===== config.mk =====
export PLATFORM = sky130hd
export DESIGN_NAME = vec_alu_seq
export DESIGN_NICKNAME = d
export VERILOG_FILES = /design/src/rtl/vec_alu_seq.sv
export SDC_FILE = /design/constraint.sdc
export NUM_CORES = 2
export LEC_CHECK = 0
export BUFFER_PORTS_ARGS = -buffer_cell sky130_fd_sc_hd__buf_4
export CAP_MARGIN = 30
export CELL_PAD_IN_SITES_DETAIL_PLACEMENT = 0
export CELL_PAD_IN_SITES_GLOBAL_PLACEMENT = 1
export CORE_MARGIN = 5
export CORE_UTILIZATION = 46
export DETAILED_ROUTE_END_ITERATION = 10
export PLACE_DENSITY_LB_ADDON = 0.2
export SYNTH_ARGS = -nofsm -noshare
export SYNTH_HDL_FRONTEND = slang
export SYNTH_SLANG_ARGS = --single-unit

===== constraint.sdc =====
create_clock -name clk -period 9.6 [get_ports clk]
set_clock_uncertainty 0.05 [all_clocks]
set_input_delay 0.48 -clock clk [delete_from_list [all_inputs] [get_ports clk]]
set_output_delay 0.48 -clock clk [all_outputs]
set_load 0.01 [all_outputs]

===== src/rtl/vec_alu_seq.sv =====
// Multi-cycle vector ALU execute stage: latches an issued operation, works through LANES elements
// per cycle, then presents the assembled vector as a one-cycle register-file write.
module vec_alu_seq #(
    parameter int unsigned DATA_WIDTH = 32,
    parameter int unsigned ELEMENTS   = 8,
    parameter int unsigned LANES      = 2,
    parameter int unsigned VLEN       = DATA_WIDTH * ELEMENTS
) (
    input  logic                      clk,
    input  logic                      rst,
    input  logic                      issue_valid_i,
    output logic                      issue_ready_o,
    input  logic [2:0]                op_i,
    input  logic [$clog2(ELEMENTS):0] vl_i,
    input  logic [VLEN-1:0]           vs1_data_i,
    input  logic [VLEN-1:0]           vs2_data_i,
    input  logic [4:0]                vd_addr_i,
    output logic                      busy_o,
    output logic                      vregw_en_o,
    output logic [4:0]                vrd_addr_o,
    output logic [VLEN-1:0]           vrd_data_o
);
    localparam int unsigned GROUPS = ELEMENTS / LANES;
    localparam int unsigned GW     = DATA_WIDTH * LANES;
    localparam int unsigned CW     = (GROUPS > 1) ? $clog2(GROUPS) : 1;
    localparam int unsigned VLW    = $clog2(ELEMENTS) + 1;
    localparam int unsigned SHW    = $clog2(DATA_WIDTH);

    if (ELEMENTS % LANES != 0) begin : g_lanes_check
        $error("ELEMENTS must be a multiple of LANES");
    end
    if (VLEN != DATA_WIDTH * ELEMENTS) begin : g_vlen_check
        $error("VLEN must equal DATA_WIDTH * ELEMENTS");
    end

    typedef enum logic [1:0] {StIdle, StExec, StWb} state_e;

    state_e            state_q, state_d;
    logic [CW-1:0]     cnt_q, cnt_d;
    logic [2:0]        op_q, op_d;
    logic [VLW-1:0]    vl_q, vl_d;
    logic [4:0]        vd_q, vd_d;
    logic [VLEN-1:0]   vs1_q, vs1_d, vs2_q, vs2_d;
    logic [VLEN-1:0]   res_q, res_d;
    logic [4:0]        vrd_addr_q, vrd_addr_d;
    logic [VLEN-1:0]   vrd_data_q, vrd_data_d;

    logic [GW-1:0]         group_res;
    logic [VLEN-1:0]       res_next;
    logic [DATA_WIDTH-1:0] lane_a, lane_b, lane_r;
    logic                  accept;

    assign issue_ready_o = (state_q == StIdle);
    assign busy_o        = (state_q != StIdle);
    assign vregw_en_o    = (state_q == StWb);
    assign vrd_addr_o    = vrd_addr_q;
    assign vrd_data_o    = vrd_data_q;
    assign accept        = issue_valid_i && issue_ready_o;

    // Operands shift down one group per cycle, so the current group always sits in the low bits.
    always_comb begin
        group_res = '0;
        lane_a    = '0;
        lane_b    = '0;
        lane_r    = '0;
        for (int l = 0; l < LANES; l++) begin
            lane_a = vs2_q[l*DATA_WIDTH +: DATA_WIDTH];
            lane_b = vs1_q[l*DATA_WIDTH +: DATA_WIDTH];
            case (op_q)
                3'd0:    lane_r = lane_a + lane_b;
                3'd1:    lane_r = lane_a - lane_b;
                3'd2:    lane_r = lane_a & lane_b;
                3'd3:    lane_r = lane_a | lane_b;
                3'd4:    lane_r = lane_a ^ lane_b;
                3'd5:    lane_r = lane_a << lane_b[SHW-1:0];
                3'd6:    lane_r = lane_a >> lane_b[SHW-1:0];
                default: lane_r = ($signed(lane_a) > $signed(lane_b)) ? lane_a : lane_b;
            endcase
            if ((32'(cnt_q) * LANES + 32'(l)) >= 32'(vl_q)) begin
                lane_r = '0;
            end
            group_res[l*DATA_WIDTH +: DATA_WIDTH] = lane_r;
        end
    end

    // Results enter at the top; after GROUPS shifts group 0 lands in the low bits.
    assign res_next = (res_q >> GW) | (VLEN'(group_res) << (VLEN - GW));

    always_comb begin
        state_d    = state_q;
        cnt_d      = cnt_q;
        op_d       = op_q;
        vl_d       = vl_q;
        vd_d       = vd_q;
        vs1_d      = vs1_q;
        vs2_d      = vs2_q;
        res_d      = res_q;
        vrd_addr_d = vrd_addr_q;
        vrd_data_d = vrd_data_q;
        case (state_q)
            StIdle: begin
                if (accept) begin
                    op_d    = op_i;
                    vl_d    = (vl_i > VLW'(ELEMENTS)) ? VLW'(ELEMENTS) : vl_i;
                    vd_d    = vd_addr_i;
                    vs1_d   = vs1_data_i;
                    vs2_d   = vs2_data_i;
                    cnt_d   = '0;
                    state_d = StExec;
                end
            end
            StExec: begin
                vs1_d = vs1_q >> GW;
                vs2_d = vs2_q >> GW;
                res_d = res_next;
                cnt_d = cnt_q + 1'b1;
                if (cnt_q == CW'(GROUPS - 1)) begin
                    cnt_d      = '0;
                    vrd_addr_d = vd_q;
                    vrd_data_d = res_next;
                    state_d    = StWb;
                end
            end
            StWb:    state_d = StIdle;
            default: state_d = StIdle;
        endcase
    end

    always_ff @(posedge clk) begin
        if (rst) begin
            state_q    <= StIdle;
            cnt_q      <= '0;
            op_q       <= '0;
            vl_q       <= '0;
            vd_q       <= '0;
            vs1_q      <= '0;
            vs2_q      <= '0;
            res_q      <= '0;
            vrd_addr_q <= '0;
            vrd_data_q <= '0;
        end else begin
            state_q    <= state_d;
            cnt_q      <= cnt_d;
            op_q       <= op_d;
            vl_q       <= vl_d;
            vd_q       <= vd_d;
            vs1_q      <= vs1_d;
            vs2_q      <= vs2_d;
            res_q      <= res_d;
            vrd_addr_q <= vrd_addr_d;
            vrd_data_q <= vrd_data_d;
        end
    end

endmodule


==> impl_metrics.env <==
export IMPL_grt_start_max_net_pins=241
export IMPL_clkSinkCount=981
export IMPL_synth_lib_cells_used_distinct=91
export IMPL_drt_initial_drc_count=8426
export IMPL_route_antenna_remaining_nets=0
export IMPL_drc_errors=0
export IMPL_power_density_mw_per_mm2=170
export IMPL_synth_edff_count=0
export IMPL_fp_dieW_um=356
export IMPL_ios=791
export IMPL_worstMarginPinSlew_ns=1.25
export IMPL_ctsRootBufferMaster="clkbuf_16"
export IMPL_finalSetupViolations=0
export IMPL_syn_to_final_growth_pct=26.9
export IMPL_mostFrequentLayoutCells="nand2_1, dfxtp_1, buf_4"
export IMPL_seq_area_mm2=0.0197
export IMPL_crit_path_start_kind="flip-flop"
export IMPL_warning_count_from_the_yosys_run=0
export IMPL_synthesized_area_per_cell_um2=7.61
export IMPL_critPathTopFamily="compound AO/OA/AOI/OAI gates"
export IMPL_fillers=11000
export IMPL_layout_min_cycle_time_ns=5.44
export IMPL_first_pass_iters=10
export IMPL_clk_latency_worst_skew_pair_ns=0.72
export IMPL_first_global_vias=56200
export IMPL_cts_setup_buffers=0
export IMPL_timing_hold_worst_class="in -> reg"
export IMPL_post_route_cell_area_mm2=0.0699
export IMPL_max_stage_delay_ns=0.82
export IMPL_max_cap_viol_count=0
export IMPL_hold_viol=0
export IMPL_globalplace_congestion=1.04
export IMPL_grt_antenna_before_repair=44
export IMPL_routedWlPerCell_um=26.4
export IMPL_timing_critical_path_cells="inv_1, ha_1, inv_1, a21oi_1, o211ai_1, o21ai_0, a211oi_1, o21ai_4, buf_4, mux2i_1, nor2_1, nor3_1, o21ai_0"
export IMPL_crit_required_ns=10.11
export IMPL_core_region_area_mm2=0.119
export IMPL_path_class="reg -> reg"
export IMPL_timing_critical_path_buf_inv=3
export IMPL_layout_nets=8814
export IMPL_initial_utilization_pct=46.1
export IMPL_globalRouteMet3Util_pct=9.32
export IMPL_postCtsResizedCells=0
export IMPL_p_total_w=0.0119
export IMPL_design_die_area_mm2=0.127
export IMPL_globalRoute_busiestLayer="met2"
export IMPL_most_common_library_cell_in_the_layout_ignoring_fill_and_taps="nand2_1"
export IMPL_maximum_net_fanout_on_the_critical_path=34
export IMPL_arrival_ns=5.95
export IMPL_synth_seq_area_share_pct=35.6
export IMPL_mapped_area_mm2=0.0551
export IMPL_die_h_um=356
export IMPL_timing_max_transition_violations_final=0
export IMPL_clock_path_buffers=3
export IMPL_cts_clk_slew_worst_paths_ns=0.07
export IMPL_globalRouteMet2Util_pct=57.7
export IMPL_hpwl_um=186000
export IMPL_outcome="finished, final reports clean"
export IMPL_port_buffer_count=790
export IMPL_crit_path_end_kind="flip-flop"
export IMPL_netlist_instances=7240
export IMPL_synth_fp_nets=7987
export IMPL_totalWireLength_um=259000
export IMPL_rsz0062_at_grt="no"
export IMPL_globalRouteTotalUtil_pct=38.5
export IMPL_static_leakage_power_nw=27.9
export IMPL_grt_overflow_total=0
export IMPL_core_rowCount=127
export IMPL_vias=60400
export IMPL_synth_ff_type="dfxtp_1"
export IMPL_finalSetupTns_ns=0
export IMPL_grt_first_pass_wirelength_um=374000
export IMPL_cts_tree="built"
export IMPL_cts_buffers_inserted=103
export IMPL_slowest_stage="dfxtp_1"
export IMPL_synth_async_reset_ratio_pct=0
export IMPL_synth_ff_latch_count=981
export IMPL_via_per_inst=6.16
export IMPL_ir_drop_mv=0.168
export IMPL_layout_worst_path_cycle_share_pct=56.7
export IMPL_multi_input_area_mm2=0.0322
export IMPL_drive_above_1_share_pct=15.7
export IMPL_met1_usage_pct=52.2
export IMPL_h_tree_depth=3
export IMPL_slew_headroom_pct=17.0
export IMPL_placed_area_mm2=0.0617
export IMPL_max_clock_freq_mhz=184
-- cells by family after synthesis --
group | count (synthesis) | share of synthesized area [%]
and+or+nand+nor | 2869 | 20.7
DFF | 981 | 35.6
adders and majority gates | 220 | 5.05
AOI/OAI and AO/OA | 2039 | 25.3
xor gates and xnor gates | 34 | 0.540
muxes | 225 | 6.65
buffers and inverters | 872 | 6.16
-- layout make-up --
| type | instances | share of cell area [%] |
|---|---|---|
| clock buffer | 152 | 4.28 |
| antenna | 47 | 0.168 |
| inverter | 216 | 1.16 |
| clock inverter | 32 | 0.626 |
| tap | 1612 | 2.88 |
| timing repair buffer | 1378 | 16.7 |
| multi-input combinational | 5387 | 46.1 |
| sequential | 981 | 28.1 |
-- metal layers --
layer / wire length [µm] / vias up
met5: 84 / -
met4: 13900 / 6
met3: 27900 / 631
met2: 111000 / 3578
met1: 106000 / 28900
li1: - / 27300
-- synth_stat cells, drive strengths merged, types with 12 or more instances --
cell     instances  area, µm²
mux2            18        203
mux4           111       2500
buf            113        546
nand4           17        106
a222oi          19        190
o2111ai         12        111
nand2b          27        169
o211ai          55        423
o221ai          29        260
a221oi          27        236
nor2b           25        156
a221o           17        170
dfxtp          981      19600
or3             19        119
a22o            43        377
xnor2           27        236
nand3           34        170
nand2         1738       6520
a211oi          55        423
o21ai          269       1350
a211o           16        140
a21o            61        458
nor4            22        165
inv            211        792
o21bai          18        139
mux2i           96        961
o31ai           22        165
clkbuf         543       2040
ha             216       2700
and3            14       87.6
nor3            78        390
o22ai           25        156
and2            14       87.6
a21oi          673       3370
a22oi          148       1110
a31oi           20        125
nor2           851       3190
o21a            18        135
a311oi         393       3440
-- metrics by stage --
| step | setup slack [ns] | util (%) | std cells | hold WS [ns] |
|---|---|---|---|---|
| final | 4.16 | 58.5 | 9805 | 0.0368 |
| after global routing | 3.85 | 58.5 | 9791 | 0.0248 |
| after CTS | 4.35 | 58.3 | 9752 | 0.000241 |
| after detailed placement | 4.35 | 51.7 | 9116 | 0.393 |
| after global placement | 4.40 | 51.6 | 9107 | 0.387 |
| after floorplan | 5.29 | - | 7240 | 0.382 |
-- timing repair --
action / 4_1_cts / 5_1_grt
endpoints found under the setup margin: 0 / 0
endpoints found under the hold margin: 452 / 0
hold buffers: 452 / 0
-- path summary, 6_finish.rpt --
path / start / endpoint / slack (ns) / cells after the start
worst max register to register: vs2_q[41]$_SDFFE_PP0P_ / vrd_data_o[229]$_SDFFE_PP0P_ / 4.16 / 13
worst max-delay path: vs2_q[41]$_SDFFE_PP0P_ / vrd_data_o[229]$_SDFFE_PP0P_ / 4.16 / 13
worst min-delay path: vs1_data_i[104] / vs1_q[104]$_SDFFE_PP0P_ / 0.04 / 3
worst min register to register: vd_q[1]$_SDFFE_PP0P_ / vrd_addr_o[1]$_SDFFE_PP0P_ / 0.39 / 2
-- worst min-delay path, stage by stage --
cell	delay [ns]
buf_4	0.11
nand2_1	0.07
a311oi_1	0.09
-- flip-flops by register name, summed over array words and instances (netlist names), 3 cells and up --
name	cells
vrd_addr_o	5
vs1_q	256
vl_q	4
vs2_q	256
res_q	192
vrd_data_o	256
op_q	3
vd_q	5
-- report_power, final --
group / switching [W] / total [W] / internal, W / leakage, nW
clock network: 0.00171 / 0.00407 / 0.00235 / 1.69
logic: 0.00211 / 0.00330 / 0.00119 / 18.2
registers: 0.000252 / 0.00453 / 0.00427 / 8.02
Power figures use the tool's default switching activity.
